`config.mk`:
```
export PLATFORM = sky130hd
export DESIGN_NAME = fp_mul_seq
export DESIGN_NICKNAME = d
export VERILOG_FILES = /design/src/rtl/fp_mul_seq.sv
export SDC_FILE = /design/constraint.sdc
export NUM_CORES = 1
export LEC_CHECK = 0
export ABC_AREA = 1
export ABC_CLOCK_PERIOD_IN_PS = 3400
export BUFFER_PORTS_ARGS = -buffer_cell sky130_fd_sc_hd__buf_2
export CORE_UTILIZATION = 45
export DETAILED_ROUTE_END_ITERATION = 8
export PLACE_DENSITY = 0.74
export SYNTH_ARGS = -nofsm -noshare
export SYNTH_HDL_FRONTEND = slang
export SYNTH_SLANG_ARGS = --single-unit
export TNS_END_PERCENT = 5
```
`constraint.sdc`:
```
create_clock -name clk -period 3.4 [get_ports clk]
set_clock_uncertainty 0.2 [all_clocks]
set_input_delay 0.68 -clock clk [delete_from_list [all_inputs] [get_ports clk]]
set_output_delay 0.68 -clock clk [all_outputs]
set_load 0.1 [all_outputs]
```
`src/rtl/fp_mul_seq.sv`:
```
// Multi-cycle IEEE-754 multiplier. The format is set by EXP_W/MAN_W, and the significand
// product uses an iterative shift-add. Rounding is RNE or RTZ, and subnormals flush to zero.
module fp_mul_seq #(
   parameter int EXP_W = 8,
   parameter int MAN_W = 23
) (
   input  logic                   clk,
   input  logic                   rst,
   input  logic                   start,
   input  logic [EXP_W+MAN_W:0]   op_a,
   input  logic [EXP_W+MAN_W:0]   op_b,
   input  logic                   round_mode,
   output logic                   busy,
   output logic                   valid_out,
   output logic [EXP_W+MAN_W:0]   result,
   output logic [4:0]             flags
);
   localparam int W  = EXP_W + MAN_W + 1;
   localparam int N  = MAN_W + 1;
   localparam int P  = 2 * N;
   localparam int EW = EXP_W + 2;
   localparam int CW = $clog2(N + 1);
   localparam logic signed [EW-1:0] BIAS_S   = EW'(2**(EXP_W-1) - 1);
   localparam logic signed [EW-1:0] EXP_ONE  = EW'(1);
   localparam logic signed [EW-1:0] EXP_MAX  = EW'(2**EXP_W - 1);
   localparam logic signed [EW-1:0] EXP_ZERO = '0;
   localparam logic [W-1:0] QNAN = {1'b0, {EXP_W{1'b1}}, 1'b1, {(MAN_W-1){1'b0}}};

   typedef enum logic [2:0] {IDLE, UNPACK, MULT, NORM, ROUND, DONE} state_t;

   state_t                 state_q;
   logic [W-1:0]           a_q, b_q, result_q;
   logic                   rm_q, sign_q, busy_q, valid_q;
   logic [4:0]             flags_q;
   logic signed [EW-1:0]   exp_q;
   logic [N-1:0]           mcand_q;
   logic [P-1:0]           prod_q;
   logic [CW-1:0]          cnt_q;
   logic [MAN_W-1:0]       frac_q;
   logic                   g_q, r_q, s_q;

   // Operand classification, taken from the latched copies
   logic [EXP_W-1:0] ea, eb;
   logic [MAN_W-1:0] fa, fb;
   logic a_nan, b_nan, a_snan, b_snan, a_inf, b_inf, a_zero, b_zero, s_x, special;
   logic signed [EW-1:0] exp_sum;

   assign ea     = a_q[W-2:MAN_W];
   assign eb     = b_q[W-2:MAN_W];
   assign fa     = a_q[MAN_W-1:0];
   assign fb     = b_q[MAN_W-1:0];
   assign s_x    = a_q[W-1] ^ b_q[W-1];
   assign a_nan  = (&ea) && (|fa);
   assign b_nan  = (&eb) && (|fb);
   assign a_snan = a_nan && !fa[MAN_W-1];
   assign b_snan = b_nan && !fb[MAN_W-1];
   assign a_inf  = (&ea) && !(|fa);
   assign b_inf  = (&eb) && !(|fb);
   assign a_zero = (ea == '0);
   assign b_zero = (eb == '0);
   assign special = a_nan | b_nan | a_inf | b_inf | a_zero | b_zero;
   assign exp_sum = $signed(EW'(ea)) + $signed(EW'(eb)) - BIAS_S;

   logic [W-1:0] spec_res;
   logic [4:0]   spec_flg;

   always_comb begin
      spec_res = {s_x, {(W-1){1'b0}}};
      spec_flg = '0;
      if (a_nan || b_nan) begin
         spec_res    = QNAN;
         spec_flg[4] = a_snan | b_snan;
      end else if ((a_inf && b_zero) || (b_inf && a_zero)) begin
         spec_res    = QNAN;
         spec_flg[4] = 1'b1;
      end else if (a_inf || b_inf) begin
         spec_res = {s_x, {EXP_W{1'b1}}, {MAN_W{1'b0}}};
      end
   end

   // One shift-add step: upper half absorbs the multiplicand, then the whole product shifts right
   logic [N:0]   sum;
   logic [P-1:0] prod_step;

   always_comb begin
      sum       = {1'b0, prod_q[P-1:N]} + {1'b0, mcand_q};
      prod_step = prod_q[0] ? {sum, prod_q[N-1:1]} : {1'b0, prod_q[P-1:1]};
   end

   logic                 inc, carry, ovf, unf, inx;
   logic [N:0]           sig_r;
   logic [MAN_W-1:0]     frac_r;
   logic signed [EW-1:0] exp_r;
   logic [W-1:0]         rnd_res;

   always_comb begin
      inc     = !rm_q && g_q && (r_q || s_q || frac_q[0]);
      sig_r   = {2'b01, frac_q} + (N+1)'(inc);
      carry   = sig_r[N];
      frac_r  = carry ? sig_r[MAN_W:1] : sig_r[MAN_W-1:0];
      exp_r   = carry ? exp_q + EXP_ONE : exp_q;
      inx     = g_q | r_q | s_q;
      ovf     = (exp_r >= EXP_MAX);
      unf     = !ovf && (exp_r <= EXP_ZERO);
      rnd_res = {sign_q, exp_r[EXP_W-1:0], frac_r};
      if (ovf)
         rnd_res = rm_q ? {sign_q, {(EXP_W-1){1'b1}}, 1'b0, {MAN_W{1'b1}}}
                        : {sign_q, {EXP_W{1'b1}}, {MAN_W{1'b0}}};
      else if (unf)
         rnd_res = {sign_q, {(W-1){1'b0}}};
   end

   always_ff @(posedge clk) begin
      if (rst) begin
         state_q  <= IDLE;
         busy_q   <= 1'b0;
         valid_q  <= 1'b0;
         result_q <= '0;
         flags_q  <= '0;
         a_q      <= '0;
         b_q      <= '0;
         rm_q     <= 1'b0;
         sign_q   <= 1'b0;
         exp_q    <= '0;
         mcand_q  <= '0;
         prod_q   <= '0;
         cnt_q    <= '0;
         frac_q   <= '0;
         g_q      <= 1'b0;
         r_q      <= 1'b0;
         s_q      <= 1'b0;
      end else begin
         case (state_q)
            IDLE: if (start) begin
               a_q     <= op_a;
               b_q     <= op_b;
               rm_q    <= round_mode;
               flags_q <= '0;
               busy_q  <= 1'b1;
               state_q <= UNPACK;
            end
            UNPACK: begin
               sign_q  <= s_x;
               exp_q   <= exp_sum;
               mcand_q <= {1'b1, fa};
               prod_q  <= {{N{1'b0}}, 1'b1, fb};
               cnt_q   <= '0;
               if (special) begin
                  result_q <= spec_res;
                  flags_q  <= spec_flg;
                  valid_q  <= 1'b1;
                  state_q  <= DONE;
               end else begin
                  state_q <= MULT;
               end
            end
            MULT: begin
               prod_q <= prod_step;
               cnt_q  <= cnt_q + 1'b1;
               if (cnt_q == CW'(N-1)) state_q <= NORM;
            end
            NORM: begin
               // Product lies in [1,4); a set top bit means one extra exponent step
               if (prod_q[P-1]) begin
                  exp_q  <= exp_q + EXP_ONE;
                  frac_q <= prod_q[P-2:N];
                  g_q    <= prod_q[MAN_W];
                  r_q    <= prod_q[MAN_W-1];
                  s_q    <= |prod_q[MAN_W-2:0];
               end else begin
                  frac_q <= prod_q[P-3:MAN_W];
                  g_q    <= prod_q[MAN_W-1];
                  r_q    <= prod_q[MAN_W-2];
                  s_q    <= |prod_q[MAN_W-3:0];
               end
               state_q <= ROUND;
            end
            ROUND: begin
               result_q <= rnd_res;
               flags_q  <= {1'b0, 1'b0, ovf, unf, inx | ovf | unf};
               valid_q  <= 1'b1;
               state_q  <= DONE;
            end
            DONE: if (!start) begin
               valid_q <= 1'b0;
               busy_q  <= 1'b0;
               state_q <= IDLE;
            end
            default: state_q <= IDLE;
         endcase
      end
   end

   assign busy      = busy_q;
   assign valid_out = valid_q;
   assign result    = result_q;
   assign flags     = flags_q;
endmodule

```
==> results.cfg, run 1 <==
[pwr]
leakagePower_nw = 5.40
vdd_drop_max_v = 0.000567
p_total_w = 0.0103
powerDensity_nw_per_um2 = 779

[grt]
grt_start_max_net_pins = 101
overflow = 0
grt_pass1_vias = 10351
track_usage_pct = 23.5
antenna_found_initial = 0
grt_pass1_wl_um = 51400

[timing]
timing.fmax_mhz = 333
min_period_ns = 3.00
finalSetupTns_ns = 0
slew_viol_final = 0
hold_ws_ns = 0.216
relSlewSlack_pct = 37.9
hold_viol_final = 0
rsz0062_at_grt = no
period_share_pct = 88.3
worstMarginPinSlew_ns = 0.931
setup_viol = 0

[placement]
dp_cells = 2059
place_congestion = 0.937
dpl.hpwl_um = 22700
port_buffers = 105

[synthesis]
synth-compound-area-share_pct = 22.8
yosys.cell_types.count = 52
syn-num-nets = 1804
syn_area_per_cell_um2 = 6.92
yosys_warnings = 0
synth_area_um2 = 11700
synth_xor_area_share_pct = 1.65
netlist_top_cells_area = dfxtp_1 38%, nand2_1 12%, a21oi_1 9.4%
synth_fa_ha_area_share_pct = 4.83
syn_inst = 1692
ys_seq_area_share_pct = 37.6
netlist.area_leader.share_pct = 37.6
ys.flop_type = dfxtp_1
synth_top_area_cell = dfxtp_1
synthSimpleGateAreaFrac_pct = 24.7
synth_mux_area_share_pct = 0.192
synth-edff-count = 0
async_flop_share_pct = 0
ys_ff_latch = 220
synth_top_family_by_area = simple AND/OR/NAND/NOR gates

[finish]
layout.cells.non_filler = 2101
antenna_cells = 0
finalNetCount = 1867
fillers = 2528
final_layout_size_suffix_gt1_share_pct = 11.5
layout_commonest_cell = nand2_1
area_delta_synth_final_pct = 12.9
final_cell_mix = 361 x nand2_1, 220 x a21oi_1, 220 x dfxtp_1, 200 x o21ai_0, 143 x inv_1
fin_util_pct = 52.2

[critical_path]
end_kind = flip-flop
path_cells = inv_1 -> nand2_1 -> nor2_1 -> ha_1 -> nand3_2 -> nor2_2 -> buf_4 -> a21oi_1 -> nor2_1 -> nand2_1 -> nor2_1 -> nand2_1 -> nand2_2 -> nand2_4 -> nand2_1 -> nand3_1 -> nand2_1 -> a21oi_1
max_stage_delay_ns = 0.30
cp_slowest_cell = dfxtp_1
crit_top_cell = nand2_1
cp_max_fo = 32
r2r_cells = 18
critical_path_required_ns = 3.57
cp-start-kind = flip-flop
critPathKind = reg -> reg
cp.arrival_ns = 3.17

[floorplan]
die_y_um = 163
die_area_um2 = 26700
io_pins = 107
start_util_pct = 46.2
coreArea_um2 = 25300
fp-row-count = 58
die_w_um = 163

[drt]
first_iter_violations = 998
drc = 0
drt-pass1-iter-count = 5
post_drt_wl_per_cell_um = 15.1
num_vias = 11515
ant_nets = 0
wl_um = 31800
vias_per_cell = 5.48

[clocking]
htree_levels = 1
cts_tree = built
cts_buffer_depth = 3
insertion_delay_ns = 0.54
clkSlewWorstSetupHoldPaths_ns = 0.06
cts_root_buf = clkbuf_16
cts_hold_buf = 0
cts.sinks = 220
cts_buffers = 24

[job]
max_cap_violations = 0

[outcome]
status = complete, no violations

[min_path]
hold_depth = 3
hp-class = in -> reg
==> metal layers <==
metal	vias to the layer above	wire, um	global-route usage [%]
li1	5876	-	-
met1	5210	14900	32.9
met2	373	13900	37.3
met3	56	2080	3.43
met4	0	836	7.05
met5	-	0	0
==> what timing repair did <==
item | 4_1_cts | 5_1_grt
buffers inserted | 0 | 0
resized for setup | 0 | 2
endpoints found under the setup margin | 0 | 2
==> synth_stat cells (7+ instances only) <==
| library cell | number |
|---|---|
| a21oi_1 | 220 |
| a31oi_1 | 30 |
| buf_1 | 7 |
| clkbuf_1 | 71 |
| dfxtp_1 | 220 |
| ha_1 | 42 |
| inv_1 | 143 |
| nand2_1 | 362 |
| nand3_1 | 114 |
| nand4_1 | 24 |
| nor2_1 | 99 |
| nor3_1 | 21 |
| nor4_1 | 13 |
| o211ai_1 | 17 |
| o21ai_0 | 200 |
| or2_2 | 11 |
| xor2_1 | 16 |
==> where the power goes <==
part / switching, W / internal, W / total, W / leakage [nW]
combinational: 0.00288 / 0.00117 / 0.00405 / 3.23
sequential: 0.000481 / 0.00323 / 0.00371 / 1.80
clock: 0.00107 / 0.00146 / 0.00253 / 0.376
total: 0.00443 / 0.00586 / 0.0103 / 5.40
==> stage by stage <==
stage	area, um^2	setup WS [ns]
2_1_floorplan	11700	0.820
5_1_grt	13200	0.117
4_1_cts	13200	0.293
6_report	13200	0.399
3_5_place_dp	12400	0.302
3_3_place_gp	12400	0.358
==> worst paths after layout <==
check | slack, ns | to | start
max | 0.40 | result[23] | rm_q
min | 0.22 | b_q[27] | op_b[27]
max reg2reg | 0.40 | result[23] | rm_q
min reg2reg | 0.25 | busy | busy
==> cell type report <==
class	instances	area, um^2	area share (%)
multi-input cells	1232	6360	48.2
flip-flops and latches	220	4400	33.3
repair buffers	126	698	5.28
clock buffers	33	674	5.10
inverters	151	572	4.33
well taps	330	413	3.12
clock inverters	9	87.6	0.663
==> registers in the layout, summed over array words and instances (netlist names) <==
| signal | cells |
|---|---|
| a_q | 32 |
| b_q | 32 |
| busy | 1 |
| cnt_q | 5 |
| exp_q | 10 |
| flags | 4 |
| frac_q | 23 |
| g_q | 1 |
| mcand_q | 24 |
| prod_q | 48 |
| r_q | 1 |
| result | 32 |
| rm_q | 1 |
| s_q | 1 |
| sign_q | 1 |
| state_q | 3 |
| valid_out | 1 |
==> kinds of logic after synthesis <==
group,Yosys count
AO/OA/AOI/OAI,499
XOR/XNOR,22
adder cells (fa/ha/maj),44
buffers and inverters,240
flip-flops,220
multiplexers,1
other,1
AND/OR/NAND/NOR,665
==> worst max-delay path: cells and delay by family (launching register included) <==
kind,cells,cell delay [ns]
AND/OR/NAND/NOR,13,1.67
buffers and inverters,2,0.34
flip-flops,1,0.30
adder cells (fa/ha/maj),1,0.25
AO/OA/AOI/OAI,2,0.12
Note: power is estimated with default switching activity, not from simulation.
==> run 2, diff against run 1 <==
--- a/config.mk
+++ b/config.mk
@@ -9,6 +9,7 @@
 export ABC_CLOCK_PERIOD_IN_PS = 3400
 export BUFFER_PORTS_ARGS = -buffer_cell sky130_fd_sc_hd__buf_2
 export CORE_UTILIZATION = 45
+export CTS_BUF_LIST = sky130_fd_sc_hd__clkbuf_4 sky130_fd_sc_hd__clkbuf_8
 export DETAILED_ROUTE_END_ITERATION = 8
 export PLACE_DENSITY = 0.74
 export SYNTH_ARGS = -nofsm -noshare
==> run 2 against run 1 <==
  * Sequential share of layout area decreased by 0.27 points
  * Wire length shrank 0.55%
  * Sequential power about the same
  * First-iteration DRC count down 3.8%
  * Register-to-register slack got worse by 0.03 ns
  * Final cell count up 1.3%
  * Die area stayed put
  * Flip-flop and latch count unchanged
  * Non-clock buffer count unchanged
  * Highest routed layer unchanged
==> results.cfg, run 2 (synthesized netlist as in run 1, its figures left out) <==
[outcome]
status = complete, no violations

[critical_path]
crit_top_cell = nand2_1
rrSetupSlack_ns = 0.37
r2r_cells = 18
cp_slowest_cell = dfxtp_1
cp_max_fo = 32
max_stage_delay_ns = 0.30
path_cells = inv_1 -> nand2_1 -> nor2_1 -> ha_1 -> nand3_2 -> nor2_2 -> buf_4 -> a21oi_1 -> nor2_1 -> nand2_1 -> nor2_1 -> nand2_1 -> nand2_2 -> nand2_4 -> nand2_1 -> nand3_1 -> nand2_1 -> a21oi_1
critPathKind = reg -> reg
r2r-start = rm_q
critical_path_required_ns = 3.59
worstReg2RegEnd = result[23]
end_kind = flip-flop
cp.arrival_ns = 3.21
cp-start-kind = flip-flop

[finish]
largest_reg_flops = 48
antenna_cells = 0
finalNetCount = 1881
final_layout_size_suffix_gt1_share_pct = 13.1
fin_util_pct = 52.6
top_register = prod_q
final_cell_mix = 361 x nand2_1, 220 x a21oi_1, 220 x dfxtp_1, 200 x o21ai_0, 143 x inv_1
area_delta_synth_final_pct = 13.9
layout_commonest_cell = nand2_1

[clocking]
cts.sinks = 220
insertion_delay_ns = 0.53
clkSlewWorstSetupHoldPaths_ns = 0.06
cts_buffer_depth = 3
cts_hold_buf = 0
cts_buffers = 38
cts_tree = built
cts_root_buf = clkbuf_8
htree_levels = 2

[min_path]
hold_start = op_b[26]
hold_end = b_q[26]
hp-class = in -> reg
hold_depth = 3

[drt]
post_drt_wl_per_cell_um = 14.8
ant_nets = 0
first_iter_violations = 960
num_vias = 11558
wl_um = 31600
vias_per_cell = 5.43
drt-pass1-iter-count = 6
drc = 0

[grt]
overflow = 0
grt_start_max_net_pins = 101
grt_pass1_wl_um = 51200
antenna_found_initial = 0
grt_pass1_vias = 10390
track_usage_pct = 23.4

[placement]
port_buffers = 105
place_congestion = 0.937
dpl.hpwl_um = 22700

[timing]
period_share_pct = 89.0
relSlewSlack_pct = 38.4
finalSetupTns_ns = 0
min_period_ns = 3.03
hold_ws_ns = 0.216
setup_viol = 0
hold_viol_final = 0
worstMarginPinSlew_ns = 0.924
rsz0062_at_grt = no
slew_viol_final = 0
timing.fmax_mhz = 330

[pwr]
powerDensity_nw_per_um2 = 782
vdd_drop_max_v = 0.000599
leakagePower_nw = 5.47

[floorplan]
io_pins = 107
die_area_um2 = 26700
die_y_um = 163
start_util_pct = 46.2
fp-row-count = 58
coreArea_um2 = 25300
die_w_um = 163

[job]
max_cap_violations = 0
==> run 2: critical path, delay by kind of cell, from the launching register on <==
kind	cells	cell delay (ns)
AOI/OAI and AO/OA	2	0.13
adders and majority gates	1	0.24
buffers and inverters	2	0.33
DFF	1	0.30
and+or+nand+nor	13	1.69
==> run 2: area by class of cell <==
cell class | count | area (um^2)
clock buffers | 58 | 754
clock inverters | 11 | 116
fillers | 2542 | 12000
inverters | 151 | 572
multi-input cells | 1232 | 6360
flip-flops and latches | 220 | 4400
well taps | 330 | 413
repair buffers | 126 | 698
==> run 2: worst max-delay path by stage <==
| stage | startpoint | endpoint | slack [ns] |
|---|---|---|---|
| 2_1_floorplan | rm_q | result[13] | 0.82 |
| 3_3_place_gp | rm_q | result[7] | 0.36 |
| 3_5_place_dp | rm_q | result[11] | 0.30 |
| 4_1_cts | rm_q | result[23] | 0.26 |
| 5_1_grt | rm_q | result[23] | 0.12 |
| 6_report | rm_q | result[23] | 0.37 |
==> run 2: report_power, final <==
part | switching [W] | internal (W) | leakage, nW
Clock | 0.00111 | 0.00158 | 0.452
Sequential | 0.000477 | 0.00323 | 1.80
Combinational | 0.00286 | 0.00117 | 3.23
Total | 0.00444 | 0.00597 | 5.47
==> run 2: through the flow <==
| stage | setup WS, ns | power, W | area, um^2 | std cells |
|---|---|---|---|---|
| after global routing | 0.119 | 0.0111 | 13300 | 2128 |
| after global placement | 0.358 | 0.00766 | 12400 | 2059 |
| after CTS | 0.262 | 0.0104 | 13300 | 2128 |
| final | 0.373 | 0.0104 | 13300 | 2128 |
| after detailed placement | 0.302 | 0.00773 | 12400 | 2059 |
| after floorplan | 0.820 | 0.00672 | 11700 | 1692 |
==> run 2: routing by layer <==
layer	vias to the layer above	wire [um]	global-route usage [%]
met5	-	0	0
li1	5908	-	-
met1	5229	15000	32.5
met4	0	597	6.67
met3	47	2020	4.11
met2	374	13900	37.0
==> run 2: timing repair <==
item | in CTS | in global routing
buffers inserted | 0 | 0
resized for setup | 0 | 2
endpoints found under the setup margin | 0 | 4
==> run 3, diff against run 2 <==
--- a/config.mk
+++ b/config.mk
@@ -11,6 +11,7 @@
 export CORE_UTILIZATION = 45
 export CTS_BUF_LIST = sky130_fd_sc_hd__clkbuf_4 sky130_fd_sc_hd__clkbuf_8
 export DETAILED_ROUTE_END_ITERATION = 8
+export GPL_TIMING_DRIVEN = 0
 export PLACE_DENSITY = 0.74
 export SYNTH_ARGS = -nofsm -noshare
 export SYNTH_HDL_FRONTEND = slang
==> run 3 against run 2 <==
  * Final cell count up 3.2%
  * Non-clock buffer count up 67
  * Sequential power about the same
  * Final area up 1.3%
  * Total power up 1.7%
  * Register-to-register slack worse by 0.09 ns
  * Sequential share of layout area down 0.43 points
  * Clock-buffer cell count unchanged
==> results.cfg, run 3 (synthesized netlist as in run 1, its figures left out) <==
[placement]
place_congestion = 0.932
dp_cells = 2126
dpl.hpwl_um = 27800
place_area_um2 = 12600
port_buffers = 104

[clocking]
cts_buffers = 39
cts_root_buf = clkbuf_8
cts_buffer_depth = 3
clkSlewWorstSetupHoldPaths_ns = 0.07
cts_tree = built
htree_levels = 2
cts.sinks = 220
insertion_delay_ns = 0.56

[critical_path]
cp_max_fo = 5
critPathBufInv = 0
critPathKind = reg -> reg
critical_path_required_ns = 3.68
cp_slowest_cell = o21ai_0
cp-start-kind = flip-flop
cp.arrival_ns = 3.40
cp_top_family = compound AO/OA/AOI/OAI gates
end_kind = flip-flop
max_stage_delay_ns = 0.71
path_cells = ha_1 -> nand2_1 -> o21ai_0 -> nor2_1 -> o21ai_0 -> a21oi_1 -> or2_2 -> nand3_1 -> o211ai_1 -> a21oi_1

[timing]
hold_viol_final = 0
setup_viol = 0
rsz0062_at_grt = no
slew_viol_final = 0
relSlewSlack_pct = 41.5
min_period_ns = 3.11
period_share_pct = 91.6
hold_ws_ns = 0.203
timing.fmax_mhz = 321
worstMarginPinSlew_ns = 0.868
finalSetupTns_ns = 0

[drt]
num_vias = 12047
wl_um = 35800
vias_per_cell = 5.49
drc = 0
ant_nets = 0
post_drt_wl_per_cell_um = 16.3
first_iter_violations = 1029
drt-pass1-iter-count = 5

[floorplan]
coreArea_um2 = 25300
die_y_um = 163
fp-row-count = 58
io_pins = 107
die_area_um2 = 26700
start_util_pct = 46.2
die_w_um = 163

[finish]
top_register = prod_q
layout_commonest_cell = nand2_1
final_cell_mix = 361 x nand2_1, 220 x a21oi_1, 220 x dfxtp_1, 200 x o21ai_0, 143 x inv_1
fin_util_pct = 53.3
fillers = 2540
largest_reg_flops = 48
layout.cells.non_filler = 2196
final_area_um2 = 13500
final_layout_size_suffix_gt1_share_pct = 12.0
area_delta_synth_final_pct = 15.4
finalNetCount = 1950

[grt]
track_usage_pct = 27.1
grt_pass1_vias = 11168
antenna_found_initial = 0
overflow = 0
grt_pass1_wl_um = 57500
grt_start_max_net_pins = 11

[job]
max_cap_violations = 0

[outcome]
status = complete, no violations

[min_path]
hp-class = in -> reg

[pwr]
powerDensity_nw_per_um2 = 785
vdd_drop_max_v = 0.000699
leakagePower_nw = 5.50
run 3: cell types whose count changed in the layout (fill, tap and decap cells not counted), sizes merged:
cell    before  now
clkbuf      58  129
buf        126  122
clkinv       9   11
inv        148  146
bufinv       2    1
diode        0    1
nor2       105  106
run 3: layout make-up:
type / instances / area (um^2) / share of cell area [%]
antenna: 1 / 2.50 / 0.0185
multi-input combinational: 1233 / 6370 / 47.2
timing repair buffer: 104 / 520 / 3.86
clock inverter: 10 / 82.6 / 0.612
inverter: 151 / 572 / 4.24
sequential: 220 / 4400 / 32.6
clock buffer: 58 / 748 / 5.54
buffer: 89 / 385 / 2.86
tap: 330 / 413 / 3.06
run 3: repair_timing:
item                       4_1_cts  5_1_grt
setup endpoints to repair        0       30
hold buffers                     0        0
resized for setup                0        6
setup buffers                    0        0
run 3: final timing paths:
kind,from,endpoint,slack [ns],cells past startpoint
worst max-delay path,prod_q[28],prod_q[32],0.29,10
worst min-delay path,op_b[31],b_q[31],0.20,3
worst max register to register,prod_q[28],prod_q[32],0.29,10
worst min register to register,busy,busy,0.25,2
run 3: worst reg2reg max path, cell delays in order (launching register included):
cell and delay [ns]:
dfxtp_1 0.37, ha_1 0.37, nand2_1 0.13, o21ai_0 0.29, nor2_1 0.16, o21ai_0 0.71, a21oi_1 0.17, or2_2 0.32
nand3_1 0.10, o211ai_1 0.10, a21oi_1 0.15
run 3: where the power goes:
group | leakage, nW | total (W) | internal (W) | switching (W)
logic | 3.27 | 0.00425 | 0.00122 | 0.00303
registers | 1.80 | 0.00372 | 0.00323 | 0.000493
clock network | 0.434 | 0.00262 | 0.00148 | 0.00114
total | 5.50 | 0.0106 | 0.00593 | 0.00466
run 3: metal layers:
metal / vias to the layer above / wire length, um / global-route usage [%]
li1: 6045 / - / -
met1: 5464 / 16100 / 36.8
met2: 451 / 15800 / 43.4
met3: 87 / 2690 / 3.94
met4: 0 / 1110 / 9.86
met5: - / 0 / 0
run 3: through the flow:
| step | setup WS (ns) | power, W |
|---|---|---|
| floorplan | 0.820 | 0.00672 |
| global placement | 0.210 | 0.00786 |
| detailed placement | 0.154 | 0.00794 |
| CTS | 0.0867 | 0.0106 |
| global route | 0.0507 | 0.0113 |
| finish | 0.285 | 0.0106 |
